===== src/rtl/text_writer_if.sv =====
`default_nettype none
// ============================================================================
// Module      : text_writer_if
// Description : Groups the byte-stream handshake (in_data/in_valid/in_ready)
//               and the character RAM write port (wr_en/wr_addr/wr_data)
//               used by text_writer.
//               slave  : the text_writer side (consumes bytes, drives RAM).
//               master : the producer / RAM side (drives bytes, observes RAM).
// Revision    : 1.0 - initial release
// ============================================================================
interface text_writer_if #(
    parameter int AW = 12
);
    logic [7:0]    in_data;
    logic          in_valid;
    logic          in_ready;
    logic          wr_en;
    logic [AW-1:0] wr_addr;
    logic [7:0]    wr_data;

    modport master (
        output in_data,
        output in_valid,
        input  in_ready,
        input  wr_en,
        input  wr_addr,
        input  wr_data
    );

    modport slave (
        input  in_data,
        input  in_valid,
        output in_ready,
        output wr_en,
        output wr_addr,
        output wr_data
    );
endinterface
`default_nettype wire


===== src/rtl/text_writer.sv =====
`default_nettype none
// ============================================================================
// Module      : text_writer
// Description : Text cursor engine feeding the character RAM write port.
//               Printable ASCII is written at the cursor; CR, LF, BS and FF
//               move the cursor; row advances and form feeds launch a clear
//               sequencer that fills a row / the whole screen with spaces.
// Ports       : clk      - system clock, rising edge
//               rstn     - asynchronous active-low reset
//               bus      - text_writer_if.slave (byte stream + RAM write)
//               cur_col  - cursor column 0..COLS-1
//               cur_row  - cursor row 0..ROWS-1
//               busy     - clear in progress (inverse of in_ready)
// Revision    : 1.0 - initial release
// ============================================================================
module text_writer #(
    parameter int COLS           = 80,
    parameter int ROWS           = 30,
    parameter int AW             = 12,
    parameter bit CLEAR_ON_RESET = 1'b1
) (
    input  logic             clk,
    input  logic             rstn,
    text_writer_if.slave     bus,
    output logic [6:0]       cur_col,
    output logic [4:0]       cur_row,
    output logic             busy
);

    typedef enum logic [1:0] {
        IDLE    = 2'd0,
        CLR_ROW = 2'd1,
        CLR_ALL = 2'd2
    } state_t;

    localparam state_t     c_RESET_STATE = CLEAR_ON_RESET ? CLR_ALL : IDLE;
    localparam logic [AW:0] c_COLS_W     = (AW+1)'(COLS);
    localparam logic [AW:0] c_TOTAL_W    = (AW+1)'(COLS * ROWS);
    localparam logic [7:0]  c_SPACE      = 8'h20;

    state_t        r_state,    w_state;
    logic [6:0]    r_col,      w_col;
    logic [4:0]    r_row,      w_row;
    logic [AW-1:0] r_row_base, w_row_base;
    // Clear sequencer: r_clr_addr is the next address to write, r_clr_end is
    // one past the last. One extra bit so a full screen of 2^AW fits.
    logic [AW:0]   r_clr_addr, w_clr_addr;
    logic [AW:0]   r_clr_end,  w_clr_end;
    logic          r_wr_en,    w_wr_en;
    logic [AW-1:0] r_wr_addr,  w_wr_addr;
    logic [7:0]    r_wr_data,  w_wr_data;

    logic          w_accept;
    logic          w_printable;
    logic          w_last_row;
    logic [4:0]    w_next_row;
    logic [AW-1:0] w_next_base;
    logic [AW-1:0] w_char_addr;

    assign w_accept    = bus.in_valid && (r_state == IDLE);
    assign w_printable = (bus.in_data >= 8'h20) && (bus.in_data <= 8'h7E);
    assign w_last_row  = (r_row == 5'(ROWS - 1));
    assign w_next_row  = w_last_row ? 5'd0 : r_row + 5'd1;
    // Row base tracks cur_row*COLS incrementally, so no multiplier is needed.
    assign w_next_base = w_last_row ? '0 : r_row_base + AW'(COLS);
    assign w_char_addr = r_row_base + AW'(r_col);

    always_ff @(posedge clk or negedge rstn) begin
        if (!rstn) begin
            r_state    <= c_RESET_STATE;
            r_col      <= '0;
            r_row      <= '0;
            r_row_base <= '0;
            r_clr_addr <= '0;
            r_clr_end  <= c_TOTAL_W;
            r_wr_en    <= 1'b0;
            r_wr_addr  <= '0;
            r_wr_data  <= '0;
        end else begin
            r_state    <= w_state;
            r_col      <= w_col;
            r_row      <= w_row;
            r_row_base <= w_row_base;
            r_clr_addr <= w_clr_addr;
            r_clr_end  <= w_clr_end;
            r_wr_en    <= w_wr_en;
            r_wr_addr  <= w_wr_addr;
            r_wr_data  <= w_wr_data;
        end
    end

    always_comb begin
        w_state    = r_state;
        w_col      = r_col;
        w_row      = r_row;
        w_row_base = r_row_base;
        w_clr_addr = r_clr_addr;
        w_clr_end  = r_clr_end;
        w_wr_en    = 1'b0;
        w_wr_addr  = r_wr_addr;
        w_wr_data  = r_wr_data;

        case (r_state)
            IDLE: begin
                if (w_accept) begin
                    if (w_printable) begin
                        w_wr_en   = 1'b1;
                        w_wr_addr = w_char_addr;
                        w_wr_data = bus.in_data;
                        if (r_col < 7'(COLS - 1)) begin
                            w_col = r_col + 7'd1;
                        end else begin
                            // Character write occupies this cycle's write
                            // slot; the whole new row is cleared afterwards.
                            w_col      = '0;
                            w_row      = w_next_row;
                            w_row_base = w_next_base;
                            w_clr_addr = {1'b0, w_next_base};
                            w_clr_end  = {1'b0, w_next_base} + c_COLS_W;
                            w_state    = CLR_ROW;
                        end
                    end else begin
                        case (bus.in_data)
                            8'h0D: w_col = '0;
                            8'h0A: begin
                                // The first clear write is issued straight
                                // from the accept so the clear starts at N+1.
                                w_col      = '0;
                                w_row      = w_next_row;
                                w_row_base = w_next_base;
                                w_wr_en    = 1'b1;
                                w_wr_addr  = w_next_base;
                                w_wr_data  = c_SPACE;
                                w_clr_addr = {1'b0, w_next_base} + (AW+1)'(1);
                                w_clr_end  = {1'b0, w_next_base} + c_COLS_W;
                                w_state    = CLR_ROW;
                            end
                            8'h08: begin
                                if (r_col != 7'd0) begin
                                    w_col = r_col - 7'd1;
                                end
                            end
                            8'h0C: begin
                                w_col      = '0;
                                w_row      = '0;
                                w_row_base = '0;
                                w_wr_en    = 1'b1;
                                w_wr_addr  = '0;
                                w_wr_data  = c_SPACE;
                                w_clr_addr = (AW+1)'(1);
                                w_clr_end  = c_TOTAL_W;
                                w_state    = CLR_ALL;
                            end
                            default: ;
                        endcase
                    end
                end
            end
            CLR_ROW, CLR_ALL: begin
                if (r_clr_addr == r_clr_end) begin
                    w_state = IDLE;
                end else begin
                    w_wr_en    = 1'b1;
                    w_wr_addr  = r_clr_addr[AW-1:0];
                    w_wr_data  = c_SPACE;
                    w_clr_addr = r_clr_addr + (AW+1)'(1);
                end
            end
            default: w_state = IDLE;
        endcase
    end

    assign bus.in_ready = (r_state == IDLE);
    assign busy         = (r_state != IDLE);
    assign bus.wr_en    = r_wr_en;
    assign bus.wr_addr  = r_wr_addr;
    assign bus.wr_data  = r_wr_data;
    assign cur_col      = r_col;
    assign cur_row      = r_row;

endmodule
`default_nettype wire


===== src/flat_wrapper.sv =====
// flat-port wrapper written by rule: the top's interface ports become plain ports
module text_writer_flat 
#(
    parameter int COLS           = 80,
    parameter int ROWS           = 30,
    parameter int AW             = 12,
    parameter bit CLEAR_ON_RESET = 1'b1
)
  (clk, rstn, cur_col, cur_row, busy, bus_in_data, bus_in_valid, bus_in_ready, bus_wr_en, bus_wr_addr, bus_wr_data);
  text_writer_if #(.AW(AW)) bus_i ();
  input  logic clk;
  input  logic rstn;
  output logic [6:0] cur_col;
  output logic [4:0] cur_row;
  output logic busy;
  input wire logic [$bits(bus_i.in_data)-1:0] bus_in_data;
  input wire logic [$bits(bus_i.in_valid)-1:0] bus_in_valid;
  output wire logic [$bits(bus_i.in_ready)-1:0] bus_in_ready;
  output wire logic [$bits(bus_i.wr_en)-1:0] bus_wr_en;
  output wire logic [$bits(bus_i.wr_addr)-1:0] bus_wr_addr;
  output wire logic [$bits(bus_i.wr_data)-1:0] bus_wr_data;
  assign bus_i.in_data = bus_in_data;
  assign bus_i.in_valid = bus_in_valid;
  assign bus_in_ready = bus_i.in_ready;
  assign bus_wr_en = bus_i.wr_en;
  assign bus_wr_addr = bus_i.wr_addr;
  assign bus_wr_data = bus_i.wr_data;
  text_writer #(.COLS(COLS), .ROWS(ROWS), .AW(AW), .CLEAR_ON_RESET(CLEAR_ON_RESET)) u_core (.clk(clk), .rstn(rstn), .bus(bus_i), .cur_col(cur_col), .cur_row(cur_row), .busy(busy));
endmodule

===== config.mk =====
export PLATFORM = sky130hd
export DESIGN_NAME = text_writer_flat
export DESIGN_NICKNAME = d
export VERILOG_FILES = /design/src/rtl/text_writer_if.sv /design/src/rtl/text_writer.sv /design/src/flat_wrapper.sv
export SDC_FILE = /design/constraint.sdc
export NUM_CORES = 1
export LEC_CHECK = 0
export ABC_CLOCK_PERIOD_IN_PS = 4100
export CORE_MARGIN = 2
export CORE_UTILIZATION = 55
export DETAILED_ROUTE_END_ITERATION = 16
export PLACE_DENSITY_LB_ADDON = 0.15
export SLEW_MARGIN = 20
export SYNTH_ARGS = -nofsm -noshare
export SYNTH_HDL_FRONTEND = slang
export SYNTH_SLANG_ARGS = --single-unit

===== constraint.sdc =====
create_clock -name clk -period 4.1 [get_ports clk]
set_input_delay 0.82 -clock clk [delete_from_list [all_inputs] [get_ports clk]]
set_output_delay 0.82 -clock clk [all_outputs]
set_load 0.005 [all_outputs]

==> results by stage <==
Timing:
- The highest attainable clock frequency is 0.3226 GHz.
- The number of failing setup endpoints in the final timing report is 0.
- The transition at the pin with the smallest max-transition slack is 1017 ps.
- The count of final hold-check violations is 0.
- After layout, the minimum clock period comes to 3100 ps.
- The worst path meets setup with 1000 ps of slack.
- Headroom to the max-slew limit came out at 0.3220.
- Setup repair after global routing left no endpoint under its margin.
- Dividing the final minimum period by the clock period gives 0.7561.
- The count of pins over their slew limit is 0.
- The total negative slack for setup checks is 0 ps.
- Between clock sinks in the finished design, the worst skew comes to 12.34 ps.

Drt:
- For this run, the detailed router's first-pass iteration total came to 6.
- The via count is 4493.
- Dividing the detail-routed via count by the number of cells gives approximately 6.3.
- The first routing iteration left 300 violations.
- The average wire per cell in the routed design is 18.09 um.
- The total wire length after detailed routing is 12900 um.
- The detail route stage leaves a number of antenna-violating nets equal to 0.
- The DRC violations left is 0.

Pwr:
- The part of the power in the clock network is 0.155.
- The total net switching power is 0.001724 W.
- The design draws 0.003928 W.
- The share of total power dissipated in combinational logic is 0.507.
- The power per unit of standard cell area is 707.2 mW/mm2.
- The internal cell power is 0.002204 W.
- Of the total power, the share spent switching nets is 0.4389.
- The analysis attributes to cell leakage a power of 2.302 nW.
- The portion of total power attributed to sequential cells is 0.338.
- IR analysis of the VDD net gives a maximum drop of 0.3322 mV.

Clock tree:
- The longest clock path from root to sink contains 2 buffers.
- The clock latency at the later pin of the worst-skew pair is 360 ps.
- The clock-pin slew on the worst setup and hold paths is 80 ps.
- The CTS sink count is 69.
- The number of buffers created by CTS is 9.
- For this design, the CTS-stage hold fixing added 0 buffers.
- Post-CTS repair changed the size of 0 cells.
- After clock tree synthesis, the setup repair step added 0 buffers.
- The clock tree root buffer cell is sky130_fd_sc_hd__clkbuf_8.
- TritonCTS built the clock tree.
- The maximum level of the CTS H-tree is 3.

Final layout:
- The repair_antennas step left the layout with diodes totalling 0.
- The end-of-flow core utilization is 0.6463.
- The fraction of layout cells with a size suffix above 1 is 0.08264.
- The cell area after layout is 0.005554 mm2.
- After the last flow step, the layout net total stands at 630.
- The synthesis-to-layout area growth is 15.60%.

Worst hold path:
- The tightest min-delay check is of the reg2reg type.

Synthesis:
- The number of warnings printed during yosys synthesis is 0.
- The average cell area after synthesis is 8.489 um2.
- For this run, the register share of the synthesized area comes to 0.3607.
- The number of synthesized register bits is 69.
- The commonest register cell after synthesis is sky130_fd_sc_hd__dfrtp_1.
- Counting flops with an async set or reset pin after synthesis yields a share of 1.000.
- The synthesized design spends more area on one cell type than any other, namely sky130_fd_sc_hd__dfrtp_1.
- The number of nets handed over by synthesis was between 500 and 600.
- In this run, distinct cell masters in the synthesized netlist total 66.
- After technology mapping, the gate count stands at 566.
- The proportion of netlist area held by the largest area contributor is 0.3333.
- Yosys attributes the largest share of cell area to sky130_fd_sc_hd__dfrtp_1 (33%), sky130_fd_sc_hd__nand2_1 (5.8%), sky130_fd_sc_hd__xnor2_1 (5.5%), sky130_fd_sc_hd__ha_1 (4.7%), sky130_fd_sc_hd__a21oi_1 (3.9%).
- The summed instance area of the synthesized netlist is 0.004805 mm2.
- Yosys mapped a number of flops with a built-in enable equal to 0.

Global routing:
- The number of antenna violations at the first check in global routing is 0.
- The first-pass GRT wire length is ~22000 um.
- The maximum number of pins on one net before global-route repair is 70.
- The global router's overall resource usage is 0.2814.
- The total global routing overflow is 0.
- The via count of the first global-routing pass is around 4300.

Setup path:
- The worst setup path is captured at a flip-flop.
- The critical-path maximum fanout is 15.
- Across all register-to-register paths, the minimum setup slack is 1000 ps.
- STA classifies the critical path startpoint as an input pin.
- Data on the critical path is required at its endpoint by 4330 ps.
- The class of the most critical setup path is in2reg.
- The arrival time of the worst setup path is 3330 ps.

Placed design:
- OpenSTA, run right after detailed placement, puts the worst setup slack at 635.6 ps.
- After detailed placement, the total cell area comes to 0.005335 mm2.
- The HPWL after detailed placement is 9298 um.
- The count of buffers added on input and output ports is 45.
- Routability-driven placement finished with a final weighted congestion of 0.9380.

Floorplanning:
- The die span in y is 97.47 um.
- The area of the die is ~0.0095 mm2.
- The number of core rows is 34.
- The core footprint is 0.008593 mm2.
- The I/O pin count is 46.
- The initial utilization of the core area, before any placement, comes to 0.5591.
- The floorplan step set the die width to 97.47 um.

Flow run:
- The number of max-capacitance violations reported is 0.

Outcome:
- The flow ran to the end, and the final reports show no timing, DRC or antenna violations.
routing by layer:
| layer | track usage | vias up | wire length, um |
|---|---|---|---|
| met5 | 0 | - | 0 |
| met4 | 0.09402 | 0 | 219 |
| met3 | 0.04604 | 23 | 826 |
| met2 | 0.4175 | 184 | 5672 |
| met1 | 0.4194 | 2141 | 6178 |
| li1 | - | 2145 | - |
Yosys cell counts, drive strengths merged (3+ instances only):
cell type / number
nand3: 29
o31ai: 14
xor2: 8
nand2b: 5
and2: 11
a21oi: 37
nand3b: 5
ha: 18
clkbuf: 27
o21ai: 33
and3: 12
or2: 4
mux2: 4
a211o: 5
nor3b: 3
a22oi: 4
o211ai: 4
a2bb2oi: 3
nand2: 74
dfrtp: 64
nor3: 18
inv: 14
o22ai: 7
nor2: 35
or4b: 4
nor4b: 3
nor2b: 3
buf: 5
a211oi: 6
nand4b: 4
a21o: 3
a31oi: 14
or3: 5
dfstp: 5
nand4: 9
a22o: 3
xnor2: 30
nor4: 3
layout by cell type (no fill, tap or decap), types with 4 or more instances in the layout:
master and count:
sky130_fd_sc_hd__ha_1 18, sky130_fd_sc_hd__a211oi_1 5, sky130_fd_sc_hd__nand4_1 9, sky130_fd_sc_hd__clkbuf_8 12
sky130_fd_sc_hd__or3_1 5, sky130_fd_sc_hd__nand2b_1 5, sky130_fd_sc_hd__mux2_2 4, sky130_fd_sc_hd__a31oi_1 14
sky130_fd_sc_hd__o31ai_1 14, sky130_fd_sc_hd__dfstp_2 5, sky130_fd_sc_hd__and2_1 10, sky130_fd_sc_hd__o21ai_0 33
sky130_fd_sc_hd__xor2_1 8, sky130_fd_sc_hd__dfrtp_1 64, sky130_fd_sc_hd__inv_1 14, sky130_fd_sc_hd__a211o_1 5
sky130_fd_sc_hd__o22ai_1 6, sky130_fd_sc_hd__buf_4 10, sky130_fd_sc_hd__clkdlybuf4s50_1 44, sky130_fd_sc_hd__a22oi_1 4
sky130_fd_sc_hd__nand2_1 74, sky130_fd_sc_hd__nor3_1 18, sky130_fd_sc_hd__o211ai_1 4, sky130_fd_sc_hd__or2_2 4
sky130_fd_sc_hd__xnor2_1 30, sky130_fd_sc_hd__a21oi_1 37, sky130_fd_sc_hd__and3_1 12, sky130_fd_sc_hd__nand4b_1 4
sky130_fd_sc_hd__nor2_1 35, sky130_fd_sc_hd__nand3b_1 5, sky130_fd_sc_hd__nand3_1 29
through the flow:
step,hold slack (ps),std cells
floorplan,442.1,566
global placement,455.9,697
detailed placement,469.2,697
CTS,485.0,713
global route,510.4,713
finish,481.0,713
critical path, cell delays in order:
cell and delay (ps):
sky130_fd_sc_hd__clkdlybuf4s50_1 610, sky130_fd_sc_hd__nand4_1 180, sky130_fd_sc_hd__o2111a_1 320, sky130_fd_sc_hd__o22ai_2 280, sky130_fd_sc_hd__a211o_1 480, sky130_fd_sc_hd__buf_4 250, sky130_fd_sc_hd__nor2_1 70, sky130_fd_sc_hd__a221o_1 320
cell families (layout without fill, tap and decap cells):
logic type | after synthesis | in the layout | synth area share
and+or+nand+nor | 233 | 233 | 0.2549
AOI/OAI and AO/OA | 157 | 157 | 0.2177
DFF | 69 | 69 | 0.3607
buffers and inverters | 46 | 85 | 0.03698
muxes | 4 | 4 | 0.009374
xor gates and xnor gates | 38 | 38 | 0.06927
adders and majority gates | 19 | 19 | 0.05104
sequential cells by signal, indices dropped and copies added, names as in the netlist:
signal and count:
u_core.bus.wr_addr 12, u_core.bus.wr_data 8, u_core.bus.wr_en 1, u_core.cur_col 7, u_core.cur_row 5, u_core.r_clr_addr 13
u_core.r_clr_end 9, u_core.r_row_base 12, u_core.r_state 2
power groups by stage:
stage               combinational (W)  sequential, W  clock, W
CTS                           0.00198        0.00131  0.000613
global route                  0.00220        0.00137  0.000644
floorplan                     0.00136        0.00120         0
detailed placement            0.00196        0.00132         0
global placement              0.00192        0.00131         0
finish                        0.00199        0.00133  0.000609
final timing paths:
path,depth (start not counted),to,start
min in group asynchronous,2,u_core.bus.wr_data[4],rstn
hold reg to reg,2,u_core.bus.wr_data[4],u_core.bus.wr_data[4]
setup reg to reg,12,u_core.r_clr_addr[10],u_core.cur_row[1]
setup / recovery,8,u_core.r_clr_addr[3],bus_in_data[2]
hold / removal,2,u_core.bus.wr_data[4],u_core.bus.wr_data[4]
max in group asynchronous,2,u_core.r_row_base[0],rstn
final cells by class:
class / count / area [um2]
tap: 108 / 135.1
timing repair buffer: 55 / 520.5
multi-input combinational: 451 / 2894
sequential: 69 / 1733
clock buffer: 12 / 165.2
clock inverter: 4 / 53.80
fill: 737 / 3039
inverter: 14 / 52.55
No activity file was read; power rests on OpenSTA's default activity.
